--- src/rtl/i2c_master_byte.sv ---
// Byte-level single-master I2C initiator for the clock-generator bus.
// It accepts one command at a time on a valid/ready port. A command runs an
// optional START, an optional 9-bit byte phase and an optional STOP.
// The pads are open-drain: an oe output of 1 pulls the line low.
module i2c_master_byte #(
    parameter int CLK_DIV = 25
) (
    input  logic       clk_i,
    input  logic       rst_i,
    input  logic       cmd_valid_i,
    output logic       cmd_ready_o,
    input  logic       cmd_start_i,
    input  logic       cmd_byte_i,
    input  logic       cmd_read_i,
    input  logic       cmd_ack_i,
    input  logic       cmd_stop_i,
    input  logic [7:0] tx_data_i,
    output logic       rsp_valid_o,
    output logic [7:0] rx_data_o,
    output logic       rx_nack_o,
    output logic       busy_o,
    input  logic       scl_i,
    output logic       scl_oe_o,
    input  logic       sda_i,
    output logic       sda_oe_o
);

    localparam int            CW       = (CLK_DIV > 1) ? $clog2(CLK_DIV) : 1;
    localparam logic [CW-1:0] CNT_LAST = CW'(CLK_DIV - 1);

    typedef enum logic [2:0] {S_IDLE, S_HOLD, S_START, S_BIT, S_STOP} state_t;

    // Command latched on acceptance. START is decided at accept time and is not kept.
    typedef struct packed {
        logic       xfer;
        logic       read;
        logic       ack;
        logic       stop;
        logic [7:0] data;
    } cmd_t;

    state_t        state;
    cmd_t          cmd;
    cmd_t          cmd_in;
    logic [CW-1:0] cnt;
    logic [1:0]    qtr;
    logic [3:0]    bit_idx;
    logic [7:0]    rx_shift;
    logic          ninth;
    logic [1:0]    scl_s;
    logic [1:0]    sda_s;
    logic          scl_sync;
    logic          sda_sync;
    logic          rel_qtr;
    logic          qtr_end;

    assign cmd_in   = {cmd_byte_i, cmd_read_i, cmd_ack_i, cmd_stop_i, tx_data_i};
    assign scl_sync = scl_s[1];
    assign sda_sync = sda_s[1];

    // This is the quarter in which SCL is released and a slave may stretch the clock.
    assign rel_qtr = (state == S_START && qtr == 2'd1) ||
                     (state == S_BIT   && qtr == 2'd2) ||
                     (state == S_STOP  && qtr == 2'd1);

    // The released quarter waits on its last count until the synchronized SCL reads
    // high. This absorbs the synchronizer delay, so a quarter with no stretching
    // keeps its nominal length.
    assign qtr_end = (cnt == CNT_LAST) && !(rel_qtr && !scl_sync);

    // SDA level for a given bit: write data, then the master ACK on a read.
    // The slave owns SDA for read data and for the write ACK.
    function automatic logic sda_drive(input cmd_t c, input logic [3:0] idx);
        logic [2:0] k;
        k = 3'd7 - idx[2:0];
        if (idx == 4'd8) return c.read & c.ack;
        return ~c.read & ~c.data[k];
    endfunction

    // Two-flop synchronizers on the pad inputs. They reset to the idle-high bus level.
    always_ff @(posedge clk_i or posedge rst_i) begin
        if (rst_i) begin
            scl_s <= 2'b11;
            sda_s <= 2'b11;
        end else begin
            scl_s <= {scl_s[0], scl_i};
            sda_s <= {sda_s[0], sda_i};
        end
    end

    // Command sequencer and quarter-tick bus engine with registered pad outputs.
    always_ff @(posedge clk_i or posedge rst_i) begin
        if (rst_i) begin
            state       <= S_IDLE;
            cmd         <= '0;
            cnt         <= '0;
            qtr         <= '0;
            bit_idx     <= '0;
            rx_shift    <= '0;
            ninth       <= 1'b0;
            cmd_ready_o <= 1'b1;
            rsp_valid_o <= 1'b0;
            rx_data_o   <= '0;
            rx_nack_o   <= 1'b0;
            busy_o      <= 1'b0;
            scl_oe_o    <= 1'b0;
            sda_oe_o    <= 1'b0;
        end else begin
            rsp_valid_o <= 1'b0;
            case (state)
                S_IDLE, S_HOLD: begin
                    cnt     <= '0;
                    qtr     <= '0;
                    bit_idx <= '0;
                    if (cmd_valid_i) begin
                        cmd <= cmd_in;
                        if (cmd_start_i || (state == S_IDLE && cmd_byte_i)) begin
                            state       <= S_START;
                            cmd_ready_o <= 1'b0;
                            sda_oe_o    <= 1'b0;
                        end else if (cmd_byte_i) begin
                            state       <= S_BIT;
                            cmd_ready_o <= 1'b0;
                            scl_oe_o    <= 1'b1;
                            sda_oe_o    <= sda_drive(cmd_in, 4'd0);
                        end else if (cmd_stop_i && state == S_HOLD) begin
                            state       <= S_STOP;
                            cmd_ready_o <= 1'b0;
                            scl_oe_o    <= 1'b1;
                            sda_oe_o    <= 1'b1;
                        end
                        // In IDLE, a STOP or an empty command has no effect on the free bus.
                    end
                end
                default: begin
                    if (cnt != CNT_LAST) begin
                        cnt <= cnt + 1'b1;
                    end else if (qtr_end) begin
                        cnt <= '0;
                        qtr <= qtr + 2'd1;
                        case (state)
                            S_START: begin
                                case (qtr)
                                    2'd0: scl_oe_o <= 1'b0;
                                    2'd1: sda_oe_o <= 1'b1;
                                    2'd3: begin
                                        scl_oe_o <= 1'b1;
                                        busy_o   <= 1'b1;
                                        if (cmd.xfer) begin
                                            state    <= S_BIT;
                                            bit_idx  <= '0;
                                            sda_oe_o <= sda_drive(cmd, 4'd0);
                                        end else if (cmd.stop) begin
                                            state    <= S_STOP;
                                        end else begin
                                            state       <= S_HOLD;
                                            cmd_ready_o <= 1'b1;
                                        end
                                    end
                                    default: ;
                                endcase
                            end
                            S_BIT: begin
                                case (qtr)
                                    2'd1: scl_oe_o <= 1'b0;
                                    2'd2: begin
                                        if (bit_idx == 4'd8) ninth <= sda_sync;
                                        else                 rx_shift <= {rx_shift[6:0], sda_sync};
                                    end
                                    2'd3: begin
                                        scl_oe_o <= 1'b1;
                                        if (bit_idx != 4'd8) begin
                                            bit_idx  <= bit_idx + 4'd1;
                                            sda_oe_o <= sda_drive(cmd, bit_idx + 4'd1);
                                        end else if (cmd.stop) begin
                                            state    <= S_STOP;
                                            sda_oe_o <= 1'b1;
                                        end else begin
                                            state       <= S_HOLD;
                                            cmd_ready_o <= 1'b1;
                                            rsp_valid_o <= 1'b1;
                                            rx_data_o   <= rx_shift;
                                            rx_nack_o   <= ninth;
                                        end
                                    end
                                    default: ;
                                endcase
                            end
                            S_STOP: begin
                                case (qtr)
                                    2'd0: scl_oe_o <= 1'b0;
                                    2'd1: sda_oe_o <= 1'b0;
                                    2'd3: begin
                                        state       <= S_IDLE;
                                        busy_o      <= 1'b0;
                                        cmd_ready_o <= 1'b1;
                                        if (cmd.xfer) begin
                                            rsp_valid_o <= 1'b1;
                                            rx_data_o   <= rx_shift;
                                            rx_nack_o   <= ninth;
                                        end
                                    end
                                    default: ;
                                endcase
                            end
                            default: ;
                        endcase
                    end
                end
            endcase
        end
    end

endmodule
--- config.mk ---
export PLATFORM = sky130hd
export DESIGN_NAME = i2c_master_byte
export DESIGN_NICKNAME = d
export VERILOG_FILES = /design/src/rtl/i2c_master_byte.sv
export SDC_FILE = /design/constraint.sdc
export NUM_CORES = 1
export LEC_CHECK = 0
export ABC_AREA = 1
export BUFFER_PORTS_ARGS = -buffer_cell sky130_fd_sc_hd__buf_2
export CAP_MARGIN = 40
export CORE_MARGIN = 1.5
export CORE_UTILIZATION = 58
export DETAILED_ROUTE_END_ITERATION = 6
export HOLD_SLACK_MARGIN = 0.05
export PLACE_DENSITY = 0.87
export SKIP_LAST_GASP = 1
export SYNTH_ARGS = -nofsm -noshare
export SYNTH_HDL_FRONTEND = slang
export SYNTH_SLANG_ARGS = --single-unit
--- constraint.sdc ---
create_clock -name clk_i -period 2.6 [get_ports clk_i]
set_clock_uncertainty 0.1 [all_clocks]
set_input_delay 0.78 -clock clk_i [delete_from_list [all_inputs] [get_ports clk_i]]
set_output_delay 0.78 -clock clk_i [all_outputs]
set_load 0.03 [all_outputs]
==> impl_metrics.py, run 1 <==
metrics = {
    "outcome": {
        "outcome": "completed",
    },
    "floorplan": {
        "die_x_um": 72.9,
        "die_area_um2": 5320,
        "die_height_um": 72.9,
        "start_util_pct": 60.1,
        "floorplan.io_pins": 32,
        "core_area_um2": 4720,
        "num_rows": 25,
    },
    "power": {
        "internal_power_uw": 1680,
        "sequentialPowerShare_pct": 41.2,
        "switching_share_pct": 39.9,
        "total_power_uw": 2800,
        "power_switching_uw": 1120,
        "irDropWorstVdd_uv": 625,
        "leakage_power_figure_uw": 0.00176,
        "power.clock.fraction_pct": 20.0,
        "comb_power_share_pct": 38.8,
        "power_density_nw_per_um2": 882,
    },
    "worst_hold_path": {
        "worst_hold_path_type": "reg -> reg",
    },
    "setup_path": {
        "crit_path_end_kind": "flop",
        "worstSetupPathType": "reg -> reg",
        "timing.critical_path.from_type": "flop",
        "critPathMaxFanout": 19,
        "worst_ep_arrival_time_ns": 2.20,
        "critical_path_required_ns": 2.70,
    },
    "cts": {
        "clock_sinks": 53,
        "worst_setup_hold_path_clk_slew_ns": 0.10,
        "cts_root_buf": "clkbuf_8",
        "cts-resized-gates": 0,
        "cts-htree-levels": 2,
        "ctsLongestPathBuffers": 2,
        "cts_bufs_inserted": 5,
        "tritoncts": "yes",
        "holdBufCountCts": 0,
        "clk_latency_ns": 0.31,
        "cts_setup_buffers": 0,
    },
    "yosys": {
        "synth-simple-area-share_pct": 24.6,
        "yosys.area.top_type_share_pct": 42.3,
        "postSynth.topFlopCell": "dfrtp_1",
        "complex_gate_fraction_of_the_synthesized_area_pct": 11.2,
        "unique_cell_type_count_in_the_yosys_netlist": 34,
        "yosysWarnings": 0,
        "syn-instance-count": 341,
        "yosys-mux-area-fraction_pct": 3.57,
        "synth_area_leader_cell": "dfrtp_1",
        "combinational_family_with_the_most_area_after_synthesis": "simple AND/OR/NAND/NOR gates",
        "synth_xor_xnor_area_share_pct": 0.617,
        "syn_area_um2": 2840,
        "synth_seq_cells": 53,
        "post_synth_main_area_contributors": "dfrtp_1, nand2_1, inv_1",
        "synth.avg_cell_area_um2": 8.32,
        "syn-num-nets": 367,
        "synth_adder_area_share_pct": 3.53,
        "asyncSetResetFlopFracSynth_pct": 100,
        "synth_seq_area_share_pct": 47.0,
        "synth-edff-count": 0,
    },
    "timing": {
        "grt_setup_unrepaired": "no",
        "final_max_slew_viol_count": 0,
        "finalSetupTns_ns": 0,
        "worstMarginPinSlew_ns": 0.508,
        "timing.final.crit_period_ns": 2.10,
        "period_share_pct": 80.7,
        "setup_viol": 0,
        "slew_headroom_pct": 66.0,
        "finalHoldViolations": 0,
        "fmax_mhz": 476,
        "fin_worst_hold_slack_ns": 0.262,
    },
    "grt": {
        "grt_first_pass_wirelength_um": 9030,
        "grt.met3_usage_pct": 3.73,
        "gr-total-overflow": 0,
        "grt_start_max_net_pins": 54,
        "gr-usage-met1_pct": 27.3,
        "gr-usage-met2_pct": 37.3,
        "top_usage_layer": "met2",
        "grtUsageTotal_pct": 22.0,
        "first_global_vias": 2116,
        "antenna_found_initial": 0,
    },
    "detailed_routing": {
        "drt_pass1_iterations": 5,
        "wl_per_cell_um": 12.0,
        "initialDrtViolationCount": 156,
        "drt-total-wl_um": 5310,
        "number_of_antenna_violating_nets_in_the_routed_design": 0,
        "detail_route.drc_violations": 0,
        "vias": 2265,
        "viasPerCell": 5.11,
    },
    "job": {
        "cap_violations": 0,
    },
    "final_layout": {
        "drive_above_1_share_pct": 22.3,
        "fin_cells": 443,
        "fin_nets": 401,
        "n_antenna_cell": 0,
        "flow.area_growth_from_synthesis_pct": 11.9,
    },
    "placement": {
        "dp.cells": 435,
        "dp.final_hpwl_um": 3970,
        "gpl.final_weighted_congestion": 1.03,
        "numPortBuffers": 31,
    },
}
[power by group through the flow]
stage / logic [µW] / clock network, µW / registers, µW
final: 1090 / 561 / 1160
after floorplan: 835 / 0 / 1160
after detailed placement: 1070 / 0 / 1170
after global routing: 1240 / 601 / 1180
after CTS: 1080 / 573 / 1150
after global placement: 1040 / 0 / 1170
[sequential cells by signal (all words and copies together) (netlist names), 2 cells and up]
register,count
bit_idx,4
rx_shift,8
cnt,5
qtr,2
state,3
scl_s,2
cmd,12
rx_data_o,8
sda_s,2
[layer usage]
metal  wire, µm  share of wire, %  vias up
met5          0                 0        -
met4        114               2.1        0
met3        184               3.5       10
met2       2600                49       56
met1       2410                45     1052
li1           -                 -     1147
[synth_stat cells (all sizes together) (2+ instances only)]
| cell type | count |
|---|---|
| nand2 | 90 |
| inv | 61 |
| dfrtp | 48 |
| o21ai | 41 |
| nor2 | 28 |
| nand3 | 18 |
| mux2 | 9 |
| ha | 8 |
| nand4 | 7 |
| a21oi | 6 |
| buf | 5 |
| dfstp | 5 |
| nor4 | 3 |
| nor3 | 2 |
| o211ai | 2 |
| xor2 | 2 |
[per-stage QoR]
| stage | area (µm²) | util [%] | setup WS, ns |
|---|---|---|---|
| after floorplan | 2840 | - | 0.442 |
| after global placement | 3060 | 64.8 | 0.620 |
| after detailed placement | 3060 | 64.8 | 0.556 |
| after CTS | 3180 | 67.2 | 0.503 |
| after global routing | 3180 | 67.2 | 0.306 |
| final | 3180 | 67.2 | 0.501 |
[path summary, 6_finish.rpt]
| kind | slack [ns] | from | endpoint | depth (start not counted) |
|---|---|---|---|---|
| max | 0.50 | bit_idx[0] | rx_data_o[1] | 9 |
| min | 0.26 | sda_s[0] | sda_s[1] | 0 |
| max reg2reg | 0.50 | bit_idx[0] | rx_data_o[1] | 9 |
| min reg2reg | 0.26 | sda_s[0] | sda_s[1] | 0 |
| max in group asynchronous | 1.71 | rst_i | cmd_ready_o | 3 |
| min in group asynchronous | 0.40 | rst_i | rx_shift[1] | 3 |
[worst max-delay path, cell delays in order, from the launching register on]
cell,delay [ns]
dfrtp_1,0.48
inv_1,0.19
ha_1,0.17
nand3_1,0.20
inv_1,0.16
a21oi_1,0.11
nor4_4,0.19
nand2_4,0.21
nand2_1,0.13
o21ai_2,0.06
[layout make-up]
type | instances | area [µm²]
fillers | 372 | 1550
clock inverters | 3 | 43.8
clock buffers | 5 | 68.8
multi-input cells | 221 | 1230
inverters | 61 | 231
well taps | 67 | 83.8
flip-flops and latches | 53 | 1330
repair buffers | 33 | 183
[logic make-up after synthesis]
kind of cell | Yosys count
and+or+nand+nor | 149
buffers and inverters | 67
AOI/OAI and AO/OA | 53
DFF | 53
muxes | 9
adders and majority gates | 8
xor gates and xnor gates | 2
[layout by cell type, fill, tap and decap left out, types with 2 or more instances in the layout]
| cell | count |
|---|---|
| clkbuf_8 | 5 |
| a21oi_1 | 6 |
| mux2_2 | 9 |
| nor2_1 | 25 |
| nand2_1 | 82 |
| o21ai_1 | 12 |
| nor4_1 | 2 |
| nand3_1 | 18 |
| o21ai_0 | 19 |
| buf_2 | 31 |
| nor2_2 | 3 |
| o211ai_1 | 2 |
| inv_1 | 57 |
| dfstp_2 | 5 |
| nand4_1 | 5 |
| nand2_2 | 5 |
| xor2_1 | 2 |
| inv_2 | 3 |
| nand2_4 | 3 |
| dfrtp_1 | 48 |
| o21ai_2 | 10 |
| ha_1 | 8 |
Note: power is estimated with default switching activity, not from simulation.
==> run 2: changes to the inputs <==
clock period = 2 ns   (was 2.6 ns; I/O delays follow)
==> impl_metrics.py, run 2 (same netlist as run 1, synthesis figures left out) <==
metrics = {
    "final_layout": {
        "sequential_cell_area_um2": 1340,
        "fillers": 359,
        "largest_register_ffs": 12,
        "flow.area_growth_from_synthesis_pct": 14.2,
        "fin_cells": 451,
        "largest_register": "cmd",
        "n_antenna_cell": 0,
        "fin_nets": 409,
        "multiInputGateArea_um2": 1260,
        "drive_above_1_share_pct": 25.5,
        "most_common_library_cell_in_the_layout_ignoring_fill_and_taps": "nand2_1",
        "largestRegisters": "cmd (12), rx_data_o (8), rx_shift (8)",
        "final_cell_mix": "nand2_1, inv_1, dfrtp_1",
    },
    "grt": {
        "gr-total-overflow": 0,
        "first_global_vias": 2176,
        "antenna_found_initial": 0,
        "grt_first_pass_wirelength_um": 9450,
        "grtUsageTotal_pct": 23.2,
        "grt_start_max_net_pins": 54,
    },
    "power": {
        "leakage_power_figure_uw": 0.00179,
        "power_density_nw_per_um2": 1130,
        "irDropWorstVdd_uv": 745,
    },
    "floorplan": {
        "die_height_um": 72.9,
        "die_area_um2": 5320,
        "num_rows": 25,
        "start_util_pct": 60.1,
        "core_area_um2": 4720,
        "die_x_um": 72.9,
        "floorplan.io_pins": 32,
    },
    "detailed_routing": {
        "vias": 2392,
        "initialDrtViolationCount": 333,
        "drt-total-wl_um": 5890,
        "number_of_antenna_violating_nets_in_the_routed_design": 0,
        "viasPerCell": 5.30,
        "wl_per_cell_um": 13.1,
        "drt_pass1_iterations": 7,
        "detail_route.drc_violations": 0,
    },
    "setup_path": {
        "critPathMaxFanout": 10,
        "timing.critical_path.from_type": "flop",
        "worst-r2r-cell-count": 10,
        "worst_ep_arrival_time_ns": 2.03,
        "critical_path_cell_count": 10,
        "worst_r2r_endpoint": "rx_data_o[7]",
        "max_stage_delay_ns": 0.45,
        "worstSetupPathType": "reg -> reg",
        "crit_path_end_kind": "flop",
        "reg2reg_slack_ns": 0.08,
        "crit_path_frequent_cell": "inv_1",
        "critical_path_required_ns": 2.11,
        "timing.critical_path.cells": "inv_1 > ha_1 > nand3_2 > inv_1 > a21oi_1 > nor4_4 > buf_4 > nand2_4 > nand2_1 > o21ai_2",
        "timing.critical_path.buf_inv": 3,
        "critical-path-top-delay-family": "simple AND/OR/NAND/NOR gates",
        "r2r-start": "bit_idx[0]",
        "crit_slowest_cell": "dfrtp_2",
    },
    "cts": {
        "tritoncts": "yes",
        "clock_sinks": 53,
        "cts_root_buf": "clkbuf_8",
        "worst_setup_hold_path_clk_slew_ns": 0.10,
        "holdBufCountCts": 0,
        "ctsLongestPathBuffers": 2,
        "clk_latency_ns": 0.32,
        "cts-htree-levels": 2,
        "cts_bufs_inserted": 5,
    },
    "timing": {
        "fmax_mhz": 522,
        "setup_viol": 0,
        "slew_headroom_pct": 65.1,
        "timing.final.crit_period_ns": 1.92,
        "fin_worst_hold_slack_ns": 0.210,
        "worstMarginPinSlew_ns": 0.522,
        "finalHoldViolations": 0,
        "grt_setup_unrepaired": "yes",
        "period_share_pct": 95.8,
        "final_max_slew_viol_count": 0,
    },
    "placement": {
        "dp.final_hpwl_um": 4170,
        "gpl.final_weighted_congestion": 1.06,
        "dp.cells": 440,
        "numPortBuffers": 31,
    },
    "outcome": {
        "outcome": "completed",
    },
    "job": {
        "cap_violations": 0,
    },
    "worst_hold_path": {
        "worst_hold_path_type": "in -> async",
    },
}
run 2: cell types whose count changed in the layout (fill, tap and decap cells not counted), moves of 2 or more:
cell,previous run,this run
buf_4,1,8
dfrtp_1,48,44
dfrtp_2,0,4
clkinvlp_4,0,2
run 2: layer usage:
metal / track usage (%) / part of all wire, % / vias up
met5: 0 / 0 / -
met4: 9.85 / 2.9 / 0
met3: 5.52 / 6.1 / 21
met2: 39.0 / 50 / 105
met1: 28.7 / 41 / 1101
li1: - / - / 1165
run 2: metrics by stage:
stage	area [µm²]	utilization, %	total power (µW)	TNS, ns	setup slack (ns)
after floorplan	2840	-	2590	0	0.0220
after global placement	3100	65.6	2910	0	0.180
after detailed placement	3100	65.6	2980	0	0.0644
after CTS	3200	67.7	3620	0	0.0243
after global routing	3240	68.6	3940	-0.331	-0.0407
final	3240	68.6	3670	0	0.0839
run 2: how the worst max path moves through the flow:
| stage | start | end | slack [ns] |
|---|---|---|---|
| 6_report | bit_idx[0] | rx_data_o[7] | 0.08 |
| 3_3_place_gp | bit_idx[0] | rx_data_o[3] | 0.18 |
| 4_1_cts | bit_idx[0] | rx_data_o[0] | 0.02 |
| 3_5_place_dp | bit_idx[0] | rx_data_o[4] | 0.06 |
| 2_1_floorplan | rst_i | bit_idx[0] | 0.02 |
| 5_1_grt | bit_idx[0] | rx_data_o[0] | -0.04 |
run 2: layout make-up:
class / count / area share [%]
Inverter: 61 / 7.15
Clock buffer: 5 / 2.12
Timing Repair Buffer: 40 / 7.26
Clock inverter: 3 / 0.811
Sequential cell: 53 / 41.3
Tap cell: 67 / 2.59
Multi-Input combinational cell: 222 / 38.8
run 2: repair_timing:
item,CTS,global route
endpoints found under the hold margin,0,0
buffers inserted,0,2
resized for setup,0,8
endpoints found under the setup margin,0,21
run 2: worst min-delay path, cell delays in order:
cell and delay, ns:
buf_2 0.10, inv_2 0.06, buf_12 0.26
run 2: report_power, final:
part / switching, µW / total (µW) / leakage (µW) / internal, µW
Combinational: 957 / 1530 / 0.00106 / 576
Clock: 370 / 625 / 0.0000423 / 255
Sequential: 203 / 1510 / 0.000682 / 1310
